--- src/rtl/sdram_frame_swap_ctrl.sv ---
// rtl/sdram_frame_swap_ctrl.sv - triple-buffer frame manager driving one write and one read SDRAM port
module sdram_frame_swap_ctrl #(
   parameter int               ASIZE       = 23,
   parameter logic [ASIZE-1:0] BASE0       = 23'h000000,
   parameter logic [ASIZE-1:0] BASE1       = 23'h100000,
   parameter logic [ASIZE-1:0] BASE2       = 23'h200000,
   parameter int               FRAME_WORDS = 307200,
   parameter int               BURST_LEN   = 256,
   parameter int               LOAD_CYCLES = 4
) (
   input  logic             CLK,
   input  logic             RESET,
   input  logic             ENABLE,
   input  logic             WR_VSYNC,
   input  logic             RD_VSYNC,
   output logic [ASIZE-1:0] WR_ADDR,
   output logic [ASIZE-1:0] WR_MAX_ADDR,
   output logic [8:0]       WR_LENGTH,
   output logic             WR_LOAD,
   output logic [ASIZE-1:0] RD_ADDR,
   output logic [ASIZE-1:0] RD_MAX_ADDR,
   output logic [8:0]       RD_LENGTH,
   output logic             RD_LOAD,
   output logic [1:0]       WR_BUF,
   output logic [1:0]       RD_BUF,
   output logic             FRAME_DROP,
   output logic             FRAME_REPEAT,
   output logic             OVERRUN
);

   localparam int               CW       = (LOAD_CYCLES > 1) ? $clog2(LOAD_CYCLES) : 1;
   localparam logic [CW-1:0]    CNT_INIT = CW'(LOAD_CYCLES - 1);
   localparam logic [ASIZE-1:0] FW       = ASIZE'(FRAME_WORDS);

   typedef enum logic [2:0] {CH_RST, CH_INIT, CH_IDLE, CH_LOAD, CH_GAP} ch_state_t;

   ch_state_t     wr_st, rd_st;
   logic [CW-1:0] wr_cnt, rd_cnt;
   logic          wr_vs_s, wr_vs_p, wr_evt;
   logic          rd_vs_s, rd_vs_p, rd_evt;
   logic          wr_pend, rd_pend;
   logic [1:0]    l_buf;
   logic          fresh, primed;

   logic          wr_go, rd_go, commit;
   logic [1:0]    l_nxt, r_nxt, w_nxt;
   logic          fresh_w, fresh_nxt, primed_nxt;
   logic          drop_nxt, rep_nxt;
   logic          wr_pend_nxt, rd_pend_nxt, wr_ovr, rd_ovr;

   assign WR_LENGTH = 9'(BURST_LEN);
   assign RD_LENGTH = 9'(BURST_LEN);

   function automatic logic [ASIZE-1:0] base_of(input logic [1:0] idx);
      case (idx)
         2'd0:    base_of = BASE0;
         2'd1:    base_of = BASE1;
         default: base_of = BASE2;
      endcase
   endfunction

   // A pending event left in GAP restarts the load immediately, so LOAD drops for only one cycle.
   always_comb begin
      wr_go = ((wr_st == CH_IDLE) && (wr_evt || wr_pend)) || ((wr_st == CH_GAP) && wr_pend);
      rd_go = ((rd_st == CH_IDLE) && (rd_evt || rd_pend)) || ((rd_st == CH_GAP) && rd_pend);

      wr_pend_nxt = wr_go ? (wr_pend && wr_evt) : (wr_pend || wr_evt);
      rd_pend_nxt = rd_go ? (rd_pend && rd_evt) : (rd_pend || rd_evt);
      wr_ovr      = !wr_go && wr_evt && wr_pend;
      rd_ovr      = !rd_go && rd_evt && rd_pend;

      // Write bookkeeping first; the read then sees the committed frame.
      commit     = wr_go && primed;
      l_nxt      = commit ? WR_BUF : l_buf;
      fresh_w    = commit ? 1'b1 : fresh;
      primed_nxt = primed || wr_go;
      drop_nxt   = commit && fresh && !rd_go;

      r_nxt     = RD_BUF;
      fresh_nxt = fresh_w;
      rep_nxt   = 1'b0;
      if (rd_go) begin
         if (fresh_w) begin
            r_nxt     = l_nxt;
            fresh_nxt = 1'b0;
         end else begin
            rep_nxt = 1'b1;
         end
      end

      if (r_nxt != 2'd0 && l_nxt != 2'd0)
         w_nxt = 2'd0;
      else if (r_nxt != 2'd1 && l_nxt != 2'd1)
         w_nxt = 2'd1;
      else
         w_nxt = 2'd2;
   end

   always_ff @(posedge CLK) begin
      if (RESET) begin
         wr_st        <= CH_RST;
         rd_st        <= CH_RST;
         wr_cnt       <= '0;
         rd_cnt       <= '0;
         wr_vs_s      <= 1'b0;
         wr_vs_p      <= 1'b0;
         wr_evt       <= 1'b0;
         rd_vs_s      <= 1'b0;
         rd_vs_p      <= 1'b0;
         rd_evt       <= 1'b0;
         wr_pend      <= 1'b0;
         rd_pend      <= 1'b0;
         l_buf        <= 2'd2;
         fresh        <= 1'b0;
         primed       <= 1'b0;
         WR_BUF       <= 2'd0;
         RD_BUF       <= 2'd2;
         WR_ADDR      <= BASE0;
         WR_MAX_ADDR  <= BASE0 + FW;
         RD_ADDR      <= BASE2;
         RD_MAX_ADDR  <= BASE2 + FW;
         WR_LOAD      <= 1'b0;
         RD_LOAD      <= 1'b0;
         FRAME_DROP   <= 1'b0;
         FRAME_REPEAT <= 1'b0;
         OVERRUN      <= 1'b0;
      end else begin
         wr_vs_s <= WR_VSYNC;
         wr_vs_p <= wr_vs_s;
         wr_evt  <= wr_vs_s && !wr_vs_p && ENABLE;
         rd_vs_s <= RD_VSYNC;
         rd_vs_p <= rd_vs_s;
         rd_evt  <= rd_vs_s && !rd_vs_p && ENABLE;

         wr_pend      <= wr_pend_nxt;
         rd_pend      <= rd_pend_nxt;
         l_buf        <= l_nxt;
         fresh        <= fresh_nxt;
         primed       <= primed_nxt;
         FRAME_DROP   <= drop_nxt;
         FRAME_REPEAT <= rep_nxt;
         OVERRUN      <= wr_ovr || rd_ovr;

         case (wr_st)
            CH_RST: begin
               WR_LOAD <= 1'b1;
               wr_cnt  <= CNT_INIT;
               wr_st   <= CH_INIT;
            end
            CH_INIT, CH_LOAD: begin
               if (wr_cnt == '0) begin
                  WR_LOAD <= 1'b0;
                  wr_st   <= (wr_st == CH_INIT) ? CH_IDLE : CH_GAP;
               end else begin
                  wr_cnt <= wr_cnt - CW'(1);
               end
            end
            CH_GAP:  wr_st <= CH_IDLE;
            default: wr_st <= CH_IDLE;
         endcase

         case (rd_st)
            CH_RST: begin
               RD_LOAD <= 1'b1;
               rd_cnt  <= CNT_INIT;
               rd_st   <= CH_INIT;
            end
            CH_INIT, CH_LOAD: begin
               if (rd_cnt == '0) begin
                  RD_LOAD <= 1'b0;
                  rd_st   <= (rd_st == CH_INIT) ? CH_IDLE : CH_GAP;
               end else begin
                  rd_cnt <= rd_cnt - CW'(1);
               end
            end
            CH_GAP:  rd_st <= CH_IDLE;
            default: rd_st <= CH_IDLE;
         endcase

         if (wr_go) begin
            WR_LOAD     <= 1'b1;
            wr_cnt      <= CNT_INIT;
            wr_st       <= CH_LOAD;
            WR_BUF      <= w_nxt;
            WR_ADDR     <= base_of(w_nxt);
            WR_MAX_ADDR <= base_of(w_nxt) + FW;
         end
         if (rd_go) begin
            RD_LOAD     <= 1'b1;
            rd_cnt      <= CNT_INIT;
            rd_st       <= CH_LOAD;
            RD_BUF      <= r_nxt;
            RD_ADDR     <= base_of(r_nxt);
            RD_MAX_ADDR <= base_of(r_nxt) + FW;
         end
      end
   end

endmodule
--- config.mk ---
export PLATFORM = sky130hd
export DESIGN_NAME = sdram_frame_swap_ctrl
export DESIGN_NICKNAME = d
export VERILOG_FILES = /design/src/rtl/sdram_frame_swap_ctrl.sv
export SDC_FILE = /design/constraint.sdc
export NUM_CORES = 1
export LEC_CHECK = 0
export ABC_AREA = 1
export CAP_MARGIN = 20
export CORE_UTILIZATION = 39
export CTS_CLUSTER_SIZE = 25
export DETAILED_ROUTE_END_ITERATION = 12
export PLACE_DENSITY = 0.91
export SETUP_SLACK_MARGIN = 0.4
export SYNTH_ARGS = -nofsm -noshare
export SYNTH_HDL_FRONTEND = slang
export SYNTH_SLANG_ARGS = --single-unit
export TNS_END_PERCENT = 100
--- constraint.sdc ---
create_clock -name CLK -period 2 [get_ports CLK]
set_input_delay 0.6 -clock CLK [delete_from_list [all_inputs] [get_ports CLK]]
set_output_delay 0.6 -clock CLK [all_outputs]
set_load 0.05 [all_outputs]
==> results.sh, run 1 <==
export IMPL_outcome="finished clean"
export IMPL_io_pins=124
export IMPL_worstSetupPathType="flip-flop to flip-flop"
export IMPL_fp_dieH_um=76.7
export IMPL_ys_warn_count=0
export IMPL_via_count=1517
export IMPL_cp_end_kind="flip-flop"
export IMPL_period_minus_slack_ns=1.59
export IMPL_p_sw_share_pct=47.6
export IMPL_final_area_um2=2290
export IMPL_syn_area_um2=2180
export IMPL_p_comb_share_pct=44.4
export IMPL_placed_area_um2=2010
export IMPL_drv_cap=0
export IMPL_die_width_um=76.7
export IMPL_slowest_delay_ns=0.36
export IMPL_rsz0062_at_grt="true"
export IMPL_layout_cells_non_filler=395
export IMPL_r2r_start="wr_st[1]$_SDFFE_PP0P_"
export IMPL_clkLatencyLatePin_ns=0.29
export IMPL_fin_skew_ns=0.00432
export IMPL_cts_made_buffers=5
export IMPL_cts_sinks=33
export IMPL_ff2ff_setup_slack_ns=0.41
export IMPL_power_mw=2.39
export IMPL_drc_errors=0
export IMPL_std_cell_rows=26
export IMPL_dp_cells=374
export IMPL_grt_pass1_wl_um=5220
export IMPL_avgViaCountPerCell=3.84
export IMPL_grt_max_degree=12
export IMPL_synth_seq_area_share_pct=30.3
export IMPL_antenna_found_initial=0
export IMPL_place_ws_ns=0.0637
export IMPL_num_nets_final=331
export IMPL_p_sw_mw=1.14
export IMPL_clock_tree_buffer_depth=2
export IMPL_area_growth_pct=5.11
export IMPL_drt_iter0_drc=38
export IMPL_die_area_um2=5890
export IMPL_path_cells="inv_2, nor2_4, nand3_2, nand2_4, nand2_8, o21ai_4, nand2_2, nand2_4, nand2_1, nand2_2, nand2_1, a21oi_2"
export IMPL_ys_async_sr_fraction_pct=0
export IMPL_synth_flop_cell="dfxtp_1"
export IMPL_port_buffer_count=21
export IMPL_hold_viol=0
export IMPL_hp_start="wr_vs_p$_SDFF_PP0_"
export IMPL_cp_max_fo=6
export IMPL_core_area_um2=5240
export IMPL_power_density_nw_per_um2=1050
export IMPL_n_antenna_cell=0
export IMPL_synth_top_cell_area_share_pct=37.2
export IMPL_yosys_top_cells_count="buf_4, inv_1, nand2_1"
export IMPL_synth_area_per_cell_um2=7.49
export IMPL_crit_path_start="wr_st[1]$_SDFFE_PP0P_"
export IMPL_grtUsageTotal_pct=11.2
export IMPL_setup_viol=0
export IMPL_setup_tns_final_ns=0
export IMPL_synth_top_area_cell="buf_4"
export IMPL_cts_tree="built"
export IMPL_worstPathRequired_ns=2.22
export IMPL_synth_edf_count=0
export IMPL_pwr_share_clk_pct=20.3
export IMPL_drt_total_wl_um=3540
export IMPL_grt_remaining_overflow=0
export IMPL_seq_power_share_pct=35.3
export IMPL_worstPathArrival_ns=1.81
export IMPL_slew_violations=0
export IMPL_cts_root_buf="clkbuf_8"
export IMPL_fmax_mhz=627
export IMPL_power_internal_mw=1.25
export IMPL_slowest_stage="dfxtp_2"
export IMPL_grt_pass1_vias=1215
export IMPL_timing_final_crit_share_pct=79.7
export IMPL_syn_inst=291
export IMPL_wl_per_cell_um=8.96
export IMPL_ant_nets=0
export IMPL_startpoint_type="flip-flop"
export IMPL_dr_pass1_iters=4
export IMPL_clk_pin_slew_worst_paths_ns=0.07
export IMPL_synth_area_leaders="buf_4, dfxtp_1, inv_1"
export IMPL_ctsHoldBuffers=0
export IMPL_ys_seq_elements=33
export IMPL_post_dp_hpwl_um=2570
export IMPL_p_leak_nw=1.23
export IMPL_place_congestion=0.823
export IMPL_drive_gt1_share_pct=24.0
export IMPL_yosysMostFrequentCell="buf_4"
export IMPL_yosysUniqueCellTypes=26
export IMPL_ir_drop_v=0.000573
export IMPL_htree_levels=2
export IMPL_floorplan_initialDensity_pct=41.6
export IMPL_holdCritPathClass="flip-flop to flip-flop"
export IMPL_worst_slack_ns=0.405
-- state kept, by name (all words and copies together) (netlist names), 2 cells and up --
name,flops
RD_BUF,2
RD_MAX_ADDR,2
l_buf,2
rd_cnt,2
rd_st,3
wr_cnt,2
wr_st,3
-- power by group through the flow --
stage	Combinational, mW	Clock (mW)	Sequential, mW
floorplan	0.932	0	0.886
global placement	0.921	0	0.835
detailed placement	0.952	0	0.839
CTS	1.00	0.496	0.831
global route	1.14	0.523	0.857
finish	1.06	0.485	0.845
-- logic make-up (layout without fill, tap and decap cells) --
family                     after synthesis  after routing  synth area share [%]
buffers and inverters                  149             83                  44.3
and+or+nand+nor                         77             77                  16.0
DFF                                     33             33                  30.3
AOI/OAI and AO/OA                       28             28                  7.87
adders and majority gates                2              2                  1.15
other                                    2            102                 0.345
-- layout make-up --
| class | instances | area (um2) |
|---|---|---|
| multi-input cells | 209 | 1010 |
| repair buffers | 36 | 287 |
| clock buffers | 5 | 68.8 |
| inverters | 39 | 148 |
| clock inverters | 3 | 17.5 |
| flip-flops and latches | 33 | 669 |
| fillers | 502 | 2950 |
| well taps | 70 | 87.6 |
-- metal layers --
| metal | up-vias | wire length (um) | part of all wire, % | GRT usage, % |
|---|---|---|---|---|
| met5 | - | 0 | 0 | 0 |
| met4 | 0 | 60 | 1.7 | 4.62 |
| met3 | 6 | 212 | 6.0 | 3.33 |
| met2 | 77 | 1850 | 52 | 19.6 |
| met1 | 688 | 1410 | 40 | 12.6 |
| li1 | 746 | - | - | - |
-- critical path, delay by kind of cell (launching register included) --
kind / cells / cell delay (ns)
compound gates: 2 / 0.31
simple gates: 9 / 0.81
flops: 1 / 0.36
buf+inv: 1 / 0.06
-- final timing paths --
check / to / depth (start not counted)
hold reg to reg: wr_evt$_SDFF_PP0_ / 1
hold / removal: wr_evt$_SDFF_PP0_ / 1
setup reg to reg: WR_ADDR[21]$_SDFFE_PP0P_ / 12
setup / recovery: WR_ADDR[21]$_SDFFE_PP0P_ / 12
-- metrics by stage --
stage | utilization, % | hold slack, ns
after floorplan | - | 0.373
after global placement | 38.3 | 0.377
after detailed placement | 38.3 | 0.385
after CTS | 41.4 | 0.397
after global routing | 43.7 | 0.426
final | 43.7 | 0.386
-- cells in the final DEF (no fill, tap or decap), types with 2 or more instances in the layout --
cell	n
nor2_1	15
nand3_2	2
clkbuf_8	5
clkinv_2	3
nor2_4	2
buf_4	31
nor3_1	3
dfxtp_2	7
nand2_4	3
nand2_1	27
dfxtp_1	26
nand2_2	12
clkdlybuf4s50_1	3
inv_1	37
o211ai_1	2
nor2_2	2
o21ai_0	8
a21oi_2	4
nor4_1	3
ha_1	2
nand3_1	7
a21oi_1	7
conb_1	102
-- what timing repair did --
item,4_1_cts,5_1_grt
pin swaps,9,8
setup endpoints to repair,4,9
resized for setup,6,26
setup buffers,7,6
hold endpoints to repair,0,0
No activity file was read; power rests on OpenSTA's default activity.
==> inputs of run 2 (changes only) <==
Settings changed: CORE_UTILIZATION 39 to 35, PLACE_DENSITY 0.91 to 0.86.
Clock period 2 ns to 1.3 ns, I/O delays scaled along.
==> results.sh, run 2 (synthesized netlist as in run 1, its figures left out) <==
export IMPL_drc_errors=0
export IMPL_setup_tns_final_ns=-3.69
export IMPL_final_area_um2=3170
export IMPL_floorplan_initialDensity_pct=36.6
export IMPL_post_dp_hpwl_um=2720
export IMPL_cts_made_buffers=5
export IMPL_drt_total_wl_um=5360
export IMPL_cp_max_fo=4
export IMPL_r2r_start="wr_st[1]$_SDFFE_PP0P_"
export IMPL_wl_per_cell_um=12.2
export IMPL_worstSetupPathType="flip-flop to flip-flop"
export IMPL_ctsHoldBuffers=0
export IMPL_fmax_mhz=626
export IMPL_core_area_um2=5960
export IMPL_place_congestion=0.825
export IMPL_grt_pass1_wl_um=7040
export IMPL_via_count=1795
export IMPL_grt_remaining_overflow=0
export IMPL_num_nets_final=372
export IMPL_antenna_found_initial=0
export IMPL_p_leak_nw=1.54
export IMPL_hp_start="ENABLE"
export IMPL_wirelength_met1_um=1810
export IMPL_crit_path_start="wr_st[1]$_SDFFE_PP0P_"
export IMPL_fp_dieH_um=80.9
export IMPL_outcome="complete, but fails checks"
export IMPL_std_cell_rows=28
export IMPL_grt_pass1_vias=1621
export IMPL_die_width_um=80.9
export IMPL_grtUsageTotal_pct=14.1
export IMPL_top_regs="rd_st (3), wr_st (3)"
export IMPL_power_mw=4.87
export IMPL_drive_gt1_share_pct=50.3
export IMPL_timing_rr_end="WR_ADDR[21]$_SDFFE_PP0P_"
export IMPL_area_growth_pct=45.6
export IMPL_slew_violations=0
export IMPL_dr_max_layer_used="met4"
export IMPL_die_area_um2=6540
export IMPL_cp_end_kind="flip-flop"
export IMPL_worstPathRequired_ns=1.53
export IMPL_rsz0062_at_grt="true"
export IMPL_cts_root_buf="clkbuf_8"
export IMPL_clk_pin_slew_worst_paths_ns=0.07
export IMPL_clock_tree_buffer_depth=2
export IMPL_holdCritPathClass="input port to flip-flop"
export IMPL_worst_slack_ns=-0.297
export IMPL_ant_nets=0
export IMPL_power_density_nw_per_um2=1540
export IMPL_grt_max_degree=20
export IMPL_setup_viol=25
export IMPL_cts_tree="built"
export IMPL_ff2ff_setup_slack_ns=-0.30
export IMPL_drt_iter0_drc=68
export IMPL_placed_area_um2=2500
export IMPL_startpoint_type="flip-flop"
export IMPL_period_minus_slack_ns=1.60
export IMPL_cts_sinks=33
export IMPL_routed_wl_met3_um=332
export IMPL_critPathCapture="WR_ADDR[21]$_SDFFE_PP0P_"
export IMPL_port_buffer_count=21
export IMPL_io_pins=124
export IMPL_layout_commonest_cell="conb_1"
export IMPL_ir_drop_v=0.000830
export IMPL_reg2reg_depth=13
export IMPL_place_ws_ns=-0.250
export IMPL_hold_viol=0
export IMPL_timing_final_crit_share_pct=123
export IMPL_dr_pass1_iters=4
export IMPL_drv_cap=0
export IMPL_failed_checks="negative setup slack"
export IMPL_worstPathArrival_ns=1.83
export IMPL_n_antenna_cell=0
export IMPL_fin_skew_ns=0.00373
export IMPL_avgViaCountPerCell=4.07
export IMPL_dr_wl_met2_um=3020
export IMPL_layout_common_cells="conb_1, buf_4, inv_1"
export IMPL_htree_levels=2
export IMPL_clkLatencyLatePin_ns=0.30
==> run 2: how the worst min path moves through the flow <==
stage          depth (start not counted)                 to  slack [ns]
5_1_grt                                1  rd_evt$_SDFF_PP0_        0.40
3_5_place_dp                           1  wr_evt$_SDFF_PP0_        0.38
2_1_floorplan                          1  rd_evt$_SDFF_PP0_        0.37
3_3_place_gp                           1  wr_evt$_SDFF_PP0_        0.38
6_report                               3  wr_evt$_SDFF_PP0_        0.37
4_1_cts                                1  rd_evt$_SDFF_PP0_        0.39
==> run 2: cell type report <==
cell class | instances | area (um2)
inverters | 39 | 151
repair buffers | 77 | 867
flip-flops and latches | 33 | 702
multi-input cells | 209 | 1270
clock inverters | 2 | 10.0
fillers | 481 | 2780
clock buffers | 6 | 72.6
well taps | 75 | 93.8
==> run 2: per-layer routing <==
| metal | global-route usage [%] | vias to the layer above |
|---|---|---|
| li1 | - | 834 |
| met1 | 12.7 | 836 |
| met2 | 27.6 | 103 |
| met3 | 4.04 | 22 |
| met4 | 8.39 | 0 |
| met5 | 0 | - |
==> run 2: critical path, cell delays in order, from the launching register on <==
cell,delay (ns)
dfxtp_2,0.36
inv_2,0.06
nor2_4,0.11
nand3_4,0.09
nand2_4,0.11
buf_4,0.13
nand3_2,0.08
nand2_4,0.12
nand2_2,0.06
nand2_2,0.09
nand2_2,0.07
nand2_1,0.07
nand2_2,0.05
a21oi_2,0.13
==> run 2: stage by stage <==
step | cells | util (%) | hold WS [ns]
after global placement | 404 | 42.0 | 0.376
after floorplan | 391 | - | 0.373
after CTS | 428 | 48.9 | 0.391
final | 441 | 53.3 | 0.372
after global routing | 441 | 53.3 | 0.397
after detailed placement | 404 | 42.0 | 0.379
==> run 2: power breakdown <==
group / internal, mW / leakage [nW] / switching (mW)
clock network: 0.371 / 0.0450 / 0.418
logic: 1.01 / 1.22 / 1.70
registers: 1.19 / 0.278 / 0.178
total: 2.58 / 1.54 / 2.29
==> run 2: timing repair <==
item,CTS,global route
endpoints found under the setup margin,50,46
buffers inserted,16,13
resized for setup,67,44
pin swaps,23,27
